===== config.mk =====
export PLATFORM = sky130hd
export DESIGN_NAME = uart_tx_arbiter
export DESIGN_NICKNAME = d
export VERILOG_FILES = /design/src/rtl/uart_tx_arbiter.sv
export SDC_FILE = /design/constraint.sdc
export NUM_CORES = 1
export LEC_CHECK = 0
export ABC_AREA = 1
export BUFFER_PORTS_ARGS = -buffer_cell sky130_fd_sc_hd__buf_2
export CELL_PAD_IN_SITES_DETAIL_PLACEMENT = 0
export CELL_PAD_IN_SITES_GLOBAL_PLACEMENT = 2
export CORE_UTILIZATION = 27
export DETAILED_ROUTE_END_ITERATION = 8
export PLACE_DENSITY_LB_ADDON = 0.08
export SLEW_MARGIN = 30
export SYNTH_ARGS = -nofsm -noshare
export SYNTH_HDL_FRONTEND = slang
export SYNTH_SLANG_ARGS = --single-unit

===== constraint.sdc =====
create_clock -name CLK -period 2.1 [get_ports CLK]
set_input_delay 0.42 -clock CLK [delete_from_list [all_inputs] [get_ports CLK]]
set_output_delay 0.42 -clock CLK [all_outputs]
set_load 0.1 [all_outputs]

===== src/rtl/uart_tx_arbiter.sv =====
// Round-robin scheduler sharing one UART transmitter between NUM_REQ byte producers.
// Latches the winner's byte/parity, issues a one-cycle start pulse, then tracks tx_busy.
module uart_tx_arbiter #(
    parameter int unsigned NUM_REQ      = 4,
    parameter int unsigned DATA_WIDTH   = 8,
    parameter int unsigned BUSY_TIMEOUT = 15
) (
    input  logic                          CLK,
    input  logic                          RST,
    input  logic                          arb_en,
    input  logic [NUM_REQ-1:0]            req_valid,
    input  logic [NUM_REQ*DATA_WIDTH-1:0] req_data,
    input  logic [NUM_REQ-1:0]            cfg_par_en,
    output logic [NUM_REQ-1:0]            req_ready,
    input  logic                          tx_busy,
    output logic                          tx_data_valid,
    output logic [DATA_WIDTH-1:0]         tx_p_data,
    output logic                          tx_par_en,
    output logic [$clog2(NUM_REQ)-1:0]    grant_id,
    output logic                          arb_active,
    output logic                          timeout_err
);

    localparam int unsigned IDW  = $clog2(NUM_REQ);
    localparam int unsigned CNTW = $clog2(BUSY_TIMEOUT + 1);

    typedef enum logic [1:0] {
        ST_ARB       = 2'd0,
        ST_ISSUE     = 2'd1,
        ST_WAIT_BUSY = 2'd2,
        ST_WAIT_DONE = 2'd3
    } state_t;

    state_t state_q;
    state_t state_d;

    logic [IDW-1:0]        rr_ptr_q;
    logic [IDW-1:0]        rr_ptr_d;
    logic [CNTW-1:0]       cnt_q;
    logic [CNTW-1:0]       cnt_d;

    logic [DATA_WIDTH-1:0] req_bytes [NUM_REQ];
    logic [IDW-1:0]        cand;
    logic [IDW-1:0]        win_idx;
    logic                  win_found;
    logic                  grant;
    logic                  timeout_hit;

    logic [NUM_REQ-1:0]    req_ready_d;
    logic                  tx_data_valid_d;
    logic [DATA_WIDTH-1:0] tx_p_data_d;
    logic                  tx_par_en_d;
    logic [IDW-1:0]        grant_id_d;
    logic                  arb_active_d;
    logic                  timeout_err_d;

    // Unpack the flat data bus into one byte per requester
    for (genvar i = 0; i < NUM_REQ; i++) begin : g_bytes
        assign req_bytes[i] = req_data[i*DATA_WIDTH +: DATA_WIDTH];
    end

    // First pending requester at or after rr_ptr, wrapping modulo NUM_REQ
    always_comb begin
        win_found = 1'b0;
        win_idx   = '0;
        cand      = '0;
        for (int unsigned i = 0; i < NUM_REQ; i++) begin
            cand = IDW'((32'(rr_ptr_q) + i) % NUM_REQ);
            if (!win_found && req_valid[cand]) begin
                win_found = 1'b1;
                win_idx   = cand;
            end
        end
    end

    assign grant       = (state_q == ST_ARB) && arb_en && !tx_busy && win_found;
    assign timeout_hit = (state_q == ST_WAIT_BUSY) && !tx_busy
                         && (cnt_q == CNTW'(BUSY_TIMEOUT - 1));

    // State register
    always_ff @(posedge CLK or negedge RST) begin
        if (!RST) begin
            state_q <= ST_ARB;
        end else begin
            state_q <= state_d;
        end
    end

    // Next-state logic
    always_comb begin
        state_d = state_q;
        unique case (state_q)
            ST_ARB: begin
                if (grant) begin
                    state_d = ST_ISSUE;
                end
            end
            ST_ISSUE: begin
                state_d = ST_WAIT_BUSY;
            end
            ST_WAIT_BUSY: begin
                if (tx_busy) begin
                    state_d = ST_WAIT_DONE;
                end else if (timeout_hit) begin
                    state_d = ST_ARB;
                end
            end
            ST_WAIT_DONE: begin
                if (!tx_busy) begin
                    state_d = ST_ARB;
                end
            end
            default: begin
                state_d = ST_ARB;
            end
        endcase
    end

    // Next values of the registered outputs, pointer and busy-wait counter
    always_comb begin
        req_ready_d     = '0;
        tx_data_valid_d = 1'b0;
        timeout_err_d   = 1'b0;
        tx_p_data_d     = tx_p_data;
        tx_par_en_d     = tx_par_en;
        grant_id_d      = grant_id;
        arb_active_d    = arb_active;
        rr_ptr_d        = rr_ptr_q;
        cnt_d           = cnt_q;
        unique case (state_q)
            ST_ARB: begin
                if (grant) begin
                    tx_p_data_d = req_bytes[win_idx];
                    tx_par_en_d = cfg_par_en[win_idx];
                    grant_id_d  = win_idx;
                    rr_ptr_d    = (win_idx == IDW'(NUM_REQ - 1)) ? '0 : win_idx + IDW'(1);
                end
            end
            ST_ISSUE: begin
                tx_data_valid_d       = 1'b1;
                req_ready_d[grant_id] = 1'b1;
                arb_active_d          = 1'b1;
                cnt_d                 = '0;
            end
            ST_WAIT_BUSY: begin
                if (!tx_busy) begin
                    cnt_d = cnt_q + CNTW'(1);
                    if (timeout_hit) begin
                        timeout_err_d = 1'b1;
                        arb_active_d  = 1'b0;
                    end
                end
            end
            ST_WAIT_DONE: begin
                if (!tx_busy) begin
                    arb_active_d = 1'b0;
                end
            end
            default: begin
                arb_active_d = 1'b0;
            end
        endcase
    end

    // Output, pointer and counter registers
    always_ff @(posedge CLK or negedge RST) begin
        if (!RST) begin
            req_ready     <= '0;
            tx_data_valid <= 1'b0;
            tx_p_data     <= '0;
            tx_par_en     <= 1'b0;
            grant_id      <= '0;
            arb_active    <= 1'b0;
            timeout_err   <= 1'b0;
            rr_ptr_q      <= '0;
            cnt_q         <= '0;
        end else begin
            req_ready     <= req_ready_d;
            tx_data_valid <= tx_data_valid_d;
            tx_p_data     <= tx_p_data_d;
            tx_par_en     <= tx_par_en_d;
            grant_id      <= grant_id_d;
            arb_active    <= arb_active_d;
            timeout_err   <= timeout_err_d;
            rr_ptr_q      <= rr_ptr_d;
            cnt_q         <= cnt_d;
        end
    end

endmodule


# After elaboration in Yosys (flattened, before gate mapping)

Index checks and enable logic that the tools add are counted.

Output and inout port bits: 18
Word-level logic and storage cells: 94
Flip-flop bits (word level): 26
Input bits: 44

Bitwise operators: 1
$lt $le $gt $ge: 8
Add/subtract/negate cells: 5
Mux-type cells: 40
Equal/unequal tests: 10
Reduce and logical (&&, ||, !) cells: 20

Operator list:

| operator                                                   | count |
|---|---|
| less-than comparator 2 x 3 -> 1 bit, second input constant | 6 |
| 2-to-1 mux 2 bit                                           | 9 |
| 2-to-1 mux 1 bit                                           | 17 |
| binary-select mux 8 bit (select 2 bit)                     | 1 |
| 2-to-1 mux 8 bit                                           | 2 |
| binary-select mux 1 bit (select 2 bit)                     | 5 |
| logical AND 1 bit                                          | 9 |
| 2-to-1 mux 4 bit                                           | 2 |
| != test 2 bit, second input constant                       | 4 |
| case mux 2 bit (4 select lines)                            | 1 |
| case mux 4 bit (2 select lines)                            | 1 |
| equality test 2 bit, second input constant                 | 3 |
| adder 2 x 1 -> 2 bit, second input constant                | 2 |
| adder 2 bit, second input constant                         | 2 |
| adder 4 x 1 -> 4 bit, second input constant                | 1 |
| equality test 4 bit, second input constant                 | 1 |
| logical NOT 1 bit                                          | 4 |
| AND reduction 2 bit                                        | 2 |
| AND reduction 4 bit                                        | 1 |
| greater-or-equal comparator 3 bit, second input constant   | 1 |
| != test 3 bit, second input constant                       | 1 |
| NOT 2 -> 3 bit                                             | 1 |
| case mux 1 bit (3 select lines)                            | 1 |
| AND reduction 3 bit                                        | 1 |
| 6 further kinds                                            | 6 |

# Longest topological paths before layout

Gate-level depths: netlist of run 1.

Word-level depth: 16
Gate-level depth with buffers: 16
Depth with buffers taken out: 14

# Worst setup path before layout of run 1

Ideal clock, no wire load.

Kind: reg-to-reg
From: register rr_ptr_q[0]
To: register tx_p_data[1]
Setup slack: 439 ps
Setup time: 120 ps
Data required time: 1980 ps
Buffers on the path: 3
Arrival: 1541 ps
Clock period less this slack: 1661 ps
Cell stages (with the launch flop): 16
Path through: dfrtp_1 buf_6 inv_6 nand2_1 nand3_2 nand2_4 inv_1 nand2_1 nand2_2 buf_6 buf_8 nand4_1 nand3_1 nand2_1 nand2_1 nand2_1

Cells in the longest elaborated chain, start to end: 16
Elaborated cells between the ends (all ways): 31
Classes of those cells: 3 x add/sub; 19 x mux; 1 x bitwise; 8 x reduce/logical

Ends and longest elaborated chain:

| item                                                          | RTL line | source |
|---|---|---|
| start: declaration                                            | 37       | `logic [IDW-1:0] rr_ptr_q;` |
| start signal: assignment                                      | 185      | `rr_ptr_q <= rr_ptr_d;` |
| branches (longest 16 deep; another with adder 2 x 1 -> 2 bit) | --       |  |
| end signal: assignment                                        | 180      | `tx_p_data <= tx_p_data_d;` |
| end: declaration                                              | 17       | `output logic [DATA_WIDTH-1:0] tx_p_data,` |

Parallel ways; which one is timed is not known. The select of a mux whose other input is x is not followed.
A chain may end at the register's enable or synchronous reset.

# Worst setup path after layout of run 1

From: register rr_ptr_q[0]
To: register tx_p_data[4]

The elaborated chain is that of the path after synthesis.

==> qor.csv, run 1 <==
metric,value,unit
ys_ff_latch,26,
place.gp.congestion,0.756,
tightest_slew,0.609,ns
dp_hpwl,3.78,mm
numCtsBuffers,3,
core_area,6940,um^2
synth-warning-count,0,
drt_iter0_drc,63,
grt_overflow_total,0,
rsz0062_at_grt,true,
clk_latency,0.27,ns
syn_inst,279,
dr_total_vias,1856,
finalSetupViolCount,0,
drc_errors,0,
slew_violations,0,
grt_use_total,0.139,
cts_setup_buffers,0,
n_antenna_cell,0,
avgViaCountPerCell,4.26,
ant_nets,0,
finalCritPeriodShare,0.928,
ys_types,31,
rows,30,
setup_slack,0.152,ns
cp.arrival,2.12,ns
fillers,788,
fin_crit,1.95,ns
htreeDepth,1,
wl_per_cell,11.9,um
final_common_cell,nand2_1,
nets,387,
relSlewSlack,0.594,
ios,62,
place_ws,0.0301,ns
die_area,7670,um^2
synthToLayoutAreaGrowth,23.1,%
end_kind,register,
drt_wl_total,5.18,mm
critical_path.max_fanout,11,
clk_path_buf_depth,2,
drive_gt1_frac,0.309,
grt_pass1_wl,8.22,mm
grt_max_degree,27,
path_clk_slew,0.10,ns
cts_tree,yes,
syn_area,1980,um^2
io_buffers,61,
synth.net_count,325,
drt_first_pass_iters,4,
antenna_found_initial,0,
cts_sinks,26,
hold_buffers,0,
timing.hold.ws,0.146,ns
start_util,0.285,
max_clock_freq,0.513,GHz
die_h,87.6,um
start_kind,register,
required,2.27,ns
status,"finished, final reports clean",
drv_cap,0,
path_class,reg -> reg,
final_cell_mix,"90 x nand2_1, 61 x buf_2, 52 x inv_1, 27 x nand3_1, 25 x dfrtp_1",
hold_class,in -> async,
finalHoldViolCount,0,
root_buffer,clkbuf_8,
die_w,87.6,um
avgSynthCellArea,7.09,um^2
synth_seq_area_share,0.329,
first_global_vias,1743,
finalClockSkew,0.00333,ns
Yosys cell counts (all sizes together):
cell      n  area (um^2)
xnor2     1         8.76
o21bai    2         22.5
o211ai    1         7.51
a31oi     1         6.26
nand3    32          200
nand4    19          140
a21oi     2         13.8
ha        2         25.0
nand2   103          437
nor3      4         20.0
dfrtp    26          651
buf      11          121
nor2     13         77.6
o21ai     5         25.0
inv      57          221
per-layer routing:
metal  wire length [um]  global-route usage
met5                  0                   0
met4                 41              0.0358
met3                171              0.0170
met2               2390               0.234
met1               2570               0.187
kinds of logic after synthesis:
group,synth area share
buf+inv,0.173
simple gates,0.442
xor+xnor,0.00443
flops,0.329
compound gates,0.0380
fa+ha+maj,0.0127
critical path, stage by stage, from the launching register on:
cell and delay, ns:
dfrtp_2 0.52, inv_6 0.08, nand2_1 0.11, nand3_1 0.11, nand2_1 0.11, inv_1 0.09
nand3_4 0.20, nand4_4 0.25, buf_4 0.25, nand2_1 0.06, nand2_1 0.05
state kept, by name (all words and copies together), names as in the netlist:
register       count
tx_p_data          8
cnt_q              4
req_ready          4
grant_id           2
rr_ptr_q           2
state_q            2
arb_active         1
timeout_err        1
tx_data_valid      1
tx_par_en          1
repair_timing:
action,4_1_cts,5_1_grt
setup endpoints to repair,2,8
pin swaps,0,1
resized for setup,1,3
cloned,0,1
path summary, 6_finish.rpt:
path | start | endpoint | slack [ns] | cells past startpoint
max | rr_ptr_q[0] | tx_p_data[4] | 0.15 | 10
min reg2reg | tx_p_data[7] | tx_p_data[7] | 0.48 | 2
max in group asynchronous | RST | rr_ptr_q[0] | 1.52 | 1
min | RST | req_ready[1] | 0.15 | 1
max reg2reg | rr_ptr_q[0] | tx_p_data[4] | 0.15 | 10
min in group CLK | tx_p_data[7] | tx_p_data[7] | 0.48 | 2
layout make-up:
cell class / count / area, um^2 / area share
sequential: 26 / 652 / 0.268
timing repair buffer: 67 / 363 / 0.149
inverter: 57 / 224 / 0.0920
clock buffer: 3 / 41.3 / 0.0170
clock inverter: 1 / 30.0 / 0.0123
tap: 96 / 120 / 0.0494
multi-input combinational: 186 / 1000 / 0.412
through the flow:
step	TNS (ns)	util	area, um^2	std cells
floorplan	0	-	1980	279
global placement	0	0.337	2340	431
detailed placement	0	0.337	2340	431
CTS	0	0.347	2410	435
global route	-0.0116	0.350	2430	436
finish	0	0.350	2430	436
Power of run 1 is not shown: default switching activity piles up to over one toggle a cycle in this logic, so the estimate is an artifact.
==> run 2: changes to the inputs <==
--- a/config.mk
+++ b/config.mk
@@ -6,7 +6,8 @@
 export NUM_CORES = 1
 export LEC_CHECK = 0
 export ABC_AREA = 1
-export BUFFER_PORTS_ARGS = -buffer_cell sky130_fd_sc_hd__buf_2
+export BUFFER_PORTS_ARGS = -buffer_cell sky130_fd_sc_hd__buf_4
+export CAP_MARGIN = 20
 export CELL_PAD_IN_SITES_DETAIL_PLACEMENT = 0
 export CELL_PAD_IN_SITES_GLOBAL_PLACEMENT = 2
 export CORE_UTILIZATION = 27
==> run 2 against run 1 <==
First-iteration DRC count up 9.5%. Register-to-register slack gained 0.02 ns. Clock skew up 0.0033 ns. Die area unchanged. Final cell count grew 0.69%. Largest cell class unchanged.
==> qor.csv, run 2 (same netlist as run 1, synthesis figures left out) <==
metric,value,unit,change
finalHoldViolCount,0,,unchanged
hold_buffers,0,,unchanged
r2r-end,tx_p_data[4],,
relSlewSlack,0.759,,+0.165
crit_end,tx_p_data[4],,
switching_share,0.597,,
power.internal,1940,uW,
grt_overflow_total,0,,unchanged
path_class,reg -> reg,,
wl_per_cell,12.0,um,+1.1%
switching_power,2870,uW,
clk_path_buf_depth,2,,unchanged
cts_sinks,26,,unchanged
top_regs,"tx_p_data (8), cnt_q (4), req_ready (4)",,
n_antenna_cell,0,,unchanged
nets,390,,+0.78%
required,2.31,ns,+0.04 ns
power_density,1850,nW/um^2,
cpMostUsedCell,nand2_1,,
final_cells,439,,+0.69%
drt_wl_total,5.27,mm,+1.8%
largest_register_ffs,8,,unchanged
pwr-share-comb,0.755,,
root_buffer,clkbuf_8,,
drv_cap,0,,unchanged
grt_max_degree,27,,unchanged
io_buffers,61,,unchanged
fin_crit,1.93,ns,-0.0169 ns
path_clk_slew,0.10,ns,about the same
place.gp.congestion,0.742,,-1.8%
drt_iter0_drc,69,,+9.5%
die_w,87.6,um,unchanged
avgViaCountPerCell,4.31,,+1.1%
die_h,87.6,um,unchanged
end_kind,register,,
dp_hpwl,3.89,mm,+2.8%
reg2reg_from,rr_ptr_q[0],,
finalSetupViolCount,0,,unchanged
synthToLayoutAreaGrowth,31.3,%,
drive_gt1_frac,0.318,,+0.00896
drc_errors,0,,unchanged
crit_chain,clkbuf_2 > nand2_1 > nand2_2 > nand2_2 > nand2_4 > nor2_8 > nand3_4 > buf_4 > nand4_1 > nand3_1 > nand2_1 > nand2_1 > nand2_1,,
r2r_slack,0.17,ns,+0.02 ns
numCtsBuffers,3,,unchanged
grt_use_total,0.143,,+0.00420
tightest_slew,0.362,ns,-0.247 ns
startpoint,rr_ptr_q[0],,
largest-register,tx_p_data,,
ir_worst_vdd,0.519,mV,
start_util,0.285,,unchanged
stdcell_area,2590,um^2,+6.6%
r2r_cells,13,,+3
dp_cells,432,,+0.23%
core_area,6940,um^2,unchanged
antenna_found_initial,0,,unchanged
max_clock_freq,0.518,GHz,+0.88%
final_common_cell,nand2_1,,
drt_first_pass_iters,4,,unchanged
rows,30,,unchanged
finalCritPeriodShare,0.920,,-0.00805
pwr-share-clk,0.069,,
leakage,0.00150,uW,
dr_total_vias,1890,,+1.8%
status,"finished, final reports clean",,
start_kind,register,,
die_area,7670,um^2,unchanged
first_global_vias,1770,,+1.5%
slew_violations,0,,unchanged
critical_path.max_fanout,12,,+1
seqPwrFrac,0.176,,
cp_slowest_cell,dfrtp_2,,
cts_tree,yes,,
cp.arrival,2.14,ns,+0.02 ns
grt_pass1_wl,8.51,mm,+3.5%
clk_latency,0.27,ns,about the same
max_stage_delay,0.48,ns,-0.04 ns
finalClockSkew,0.00661,ns,+0.00329 ns
htreeDepth,1,,unchanged
ios,62,,unchanged
placed_area,2500,um^2,+6.8%
hold_class,in -> async,,
ant_nets,0,,unchanged
final_cell_mix,"90 x nand2_1, 67 x buf_4, 52 x inv_1, 27 x nand3_1, 24 x dfrtp_1",,
[run 2: cell types whose count changed in the layout (fill, tap and decap cells not counted), sizes merged]
cell    before  now
buf         67   69
bufinv       1    0
clkbuf       3    5
[run 2: power by group through the flow]
stage | logic (uW) | clock network (uW) | registers, uW
after CTS | 3530 | 349 | 859
after global routing | 4020 | 370 | 873
after floorplan | 2020 | 0 | 1720
final | 3630 | 331 | 846
after global placement | 3520 | 0 | 866
after detailed placement | 3510 | 0 | 864
[run 2: repair_timing]
action,4_1_cts,5_1_grt
endpoints found under the setup margin,3,9
resized for setup,1,5
hold endpoints to repair,0,0
gates cloned,0,1
buffers inserted,0,2
[run 2: final cells by class]
type                       instances  area, um^2
inverter                          57         224
clock buffer                       4        55.1
fill                             794        4350
tap                               96         120
timing repair buffer              70         539
sequential                        26         653
multi-input combinational        186        1000
[run 2: worst max-delay path, delay by kind of cell (launching register included)]
family	cells	cell delay, ns
flops	1	0.48
buf+inv	2	0.42
simple gates	11	0.98
[run 2: routing by layer]
metal	vias up	part of all wire	routed length (um)	global-route usage
met1	839	0.48	2510	0.196
met3	2	0.046	242	0.0179
met4	0	0.0063	33	0.0313
met2	50	0.47	2480	0.239
met5	-	0	0	0
li1	999	-	-	-
[run 2: worst min-delay path by stage]
stage / slack (ns) / depth (start not counted) / to
CTS: 0.06 / 1 / req_ready[1]
detailed placement: 0.36 / 1 / req_ready[1]
floorplan: 0.12 / 0 / arb_active
global route: 0.07 / 1 / timeout_err
global placement: 0.36 / 1 / req_ready[1]
finish: 0.05 / 1 / req_ready[1]
[run 2: stage by stage]
stage | setup TNS [ns] | power, uW | setup WS (ns) | utilization | hold WS, ns
6_report | 0 | 4810 | 0.169 | 0.374 | 0.0507
5_1_grt | -0.00197 | 5270 | -0.00197 | 0.374 | 0.0674
4_1_cts | 0 | 4740 | 0.118 | 0.368 | 0.0593
3_5_place_dp | 0 | 4370 | 0.0278 | 0.360 | 0.365
3_3_place_gp | 0 | 4390 | 0.0648 | 0.360 | 0.365
2_1_floorplan | 0 | 3740 | 0.439 | - | 0.124
No activity file was read; power rests on OpenSTA's default activity.
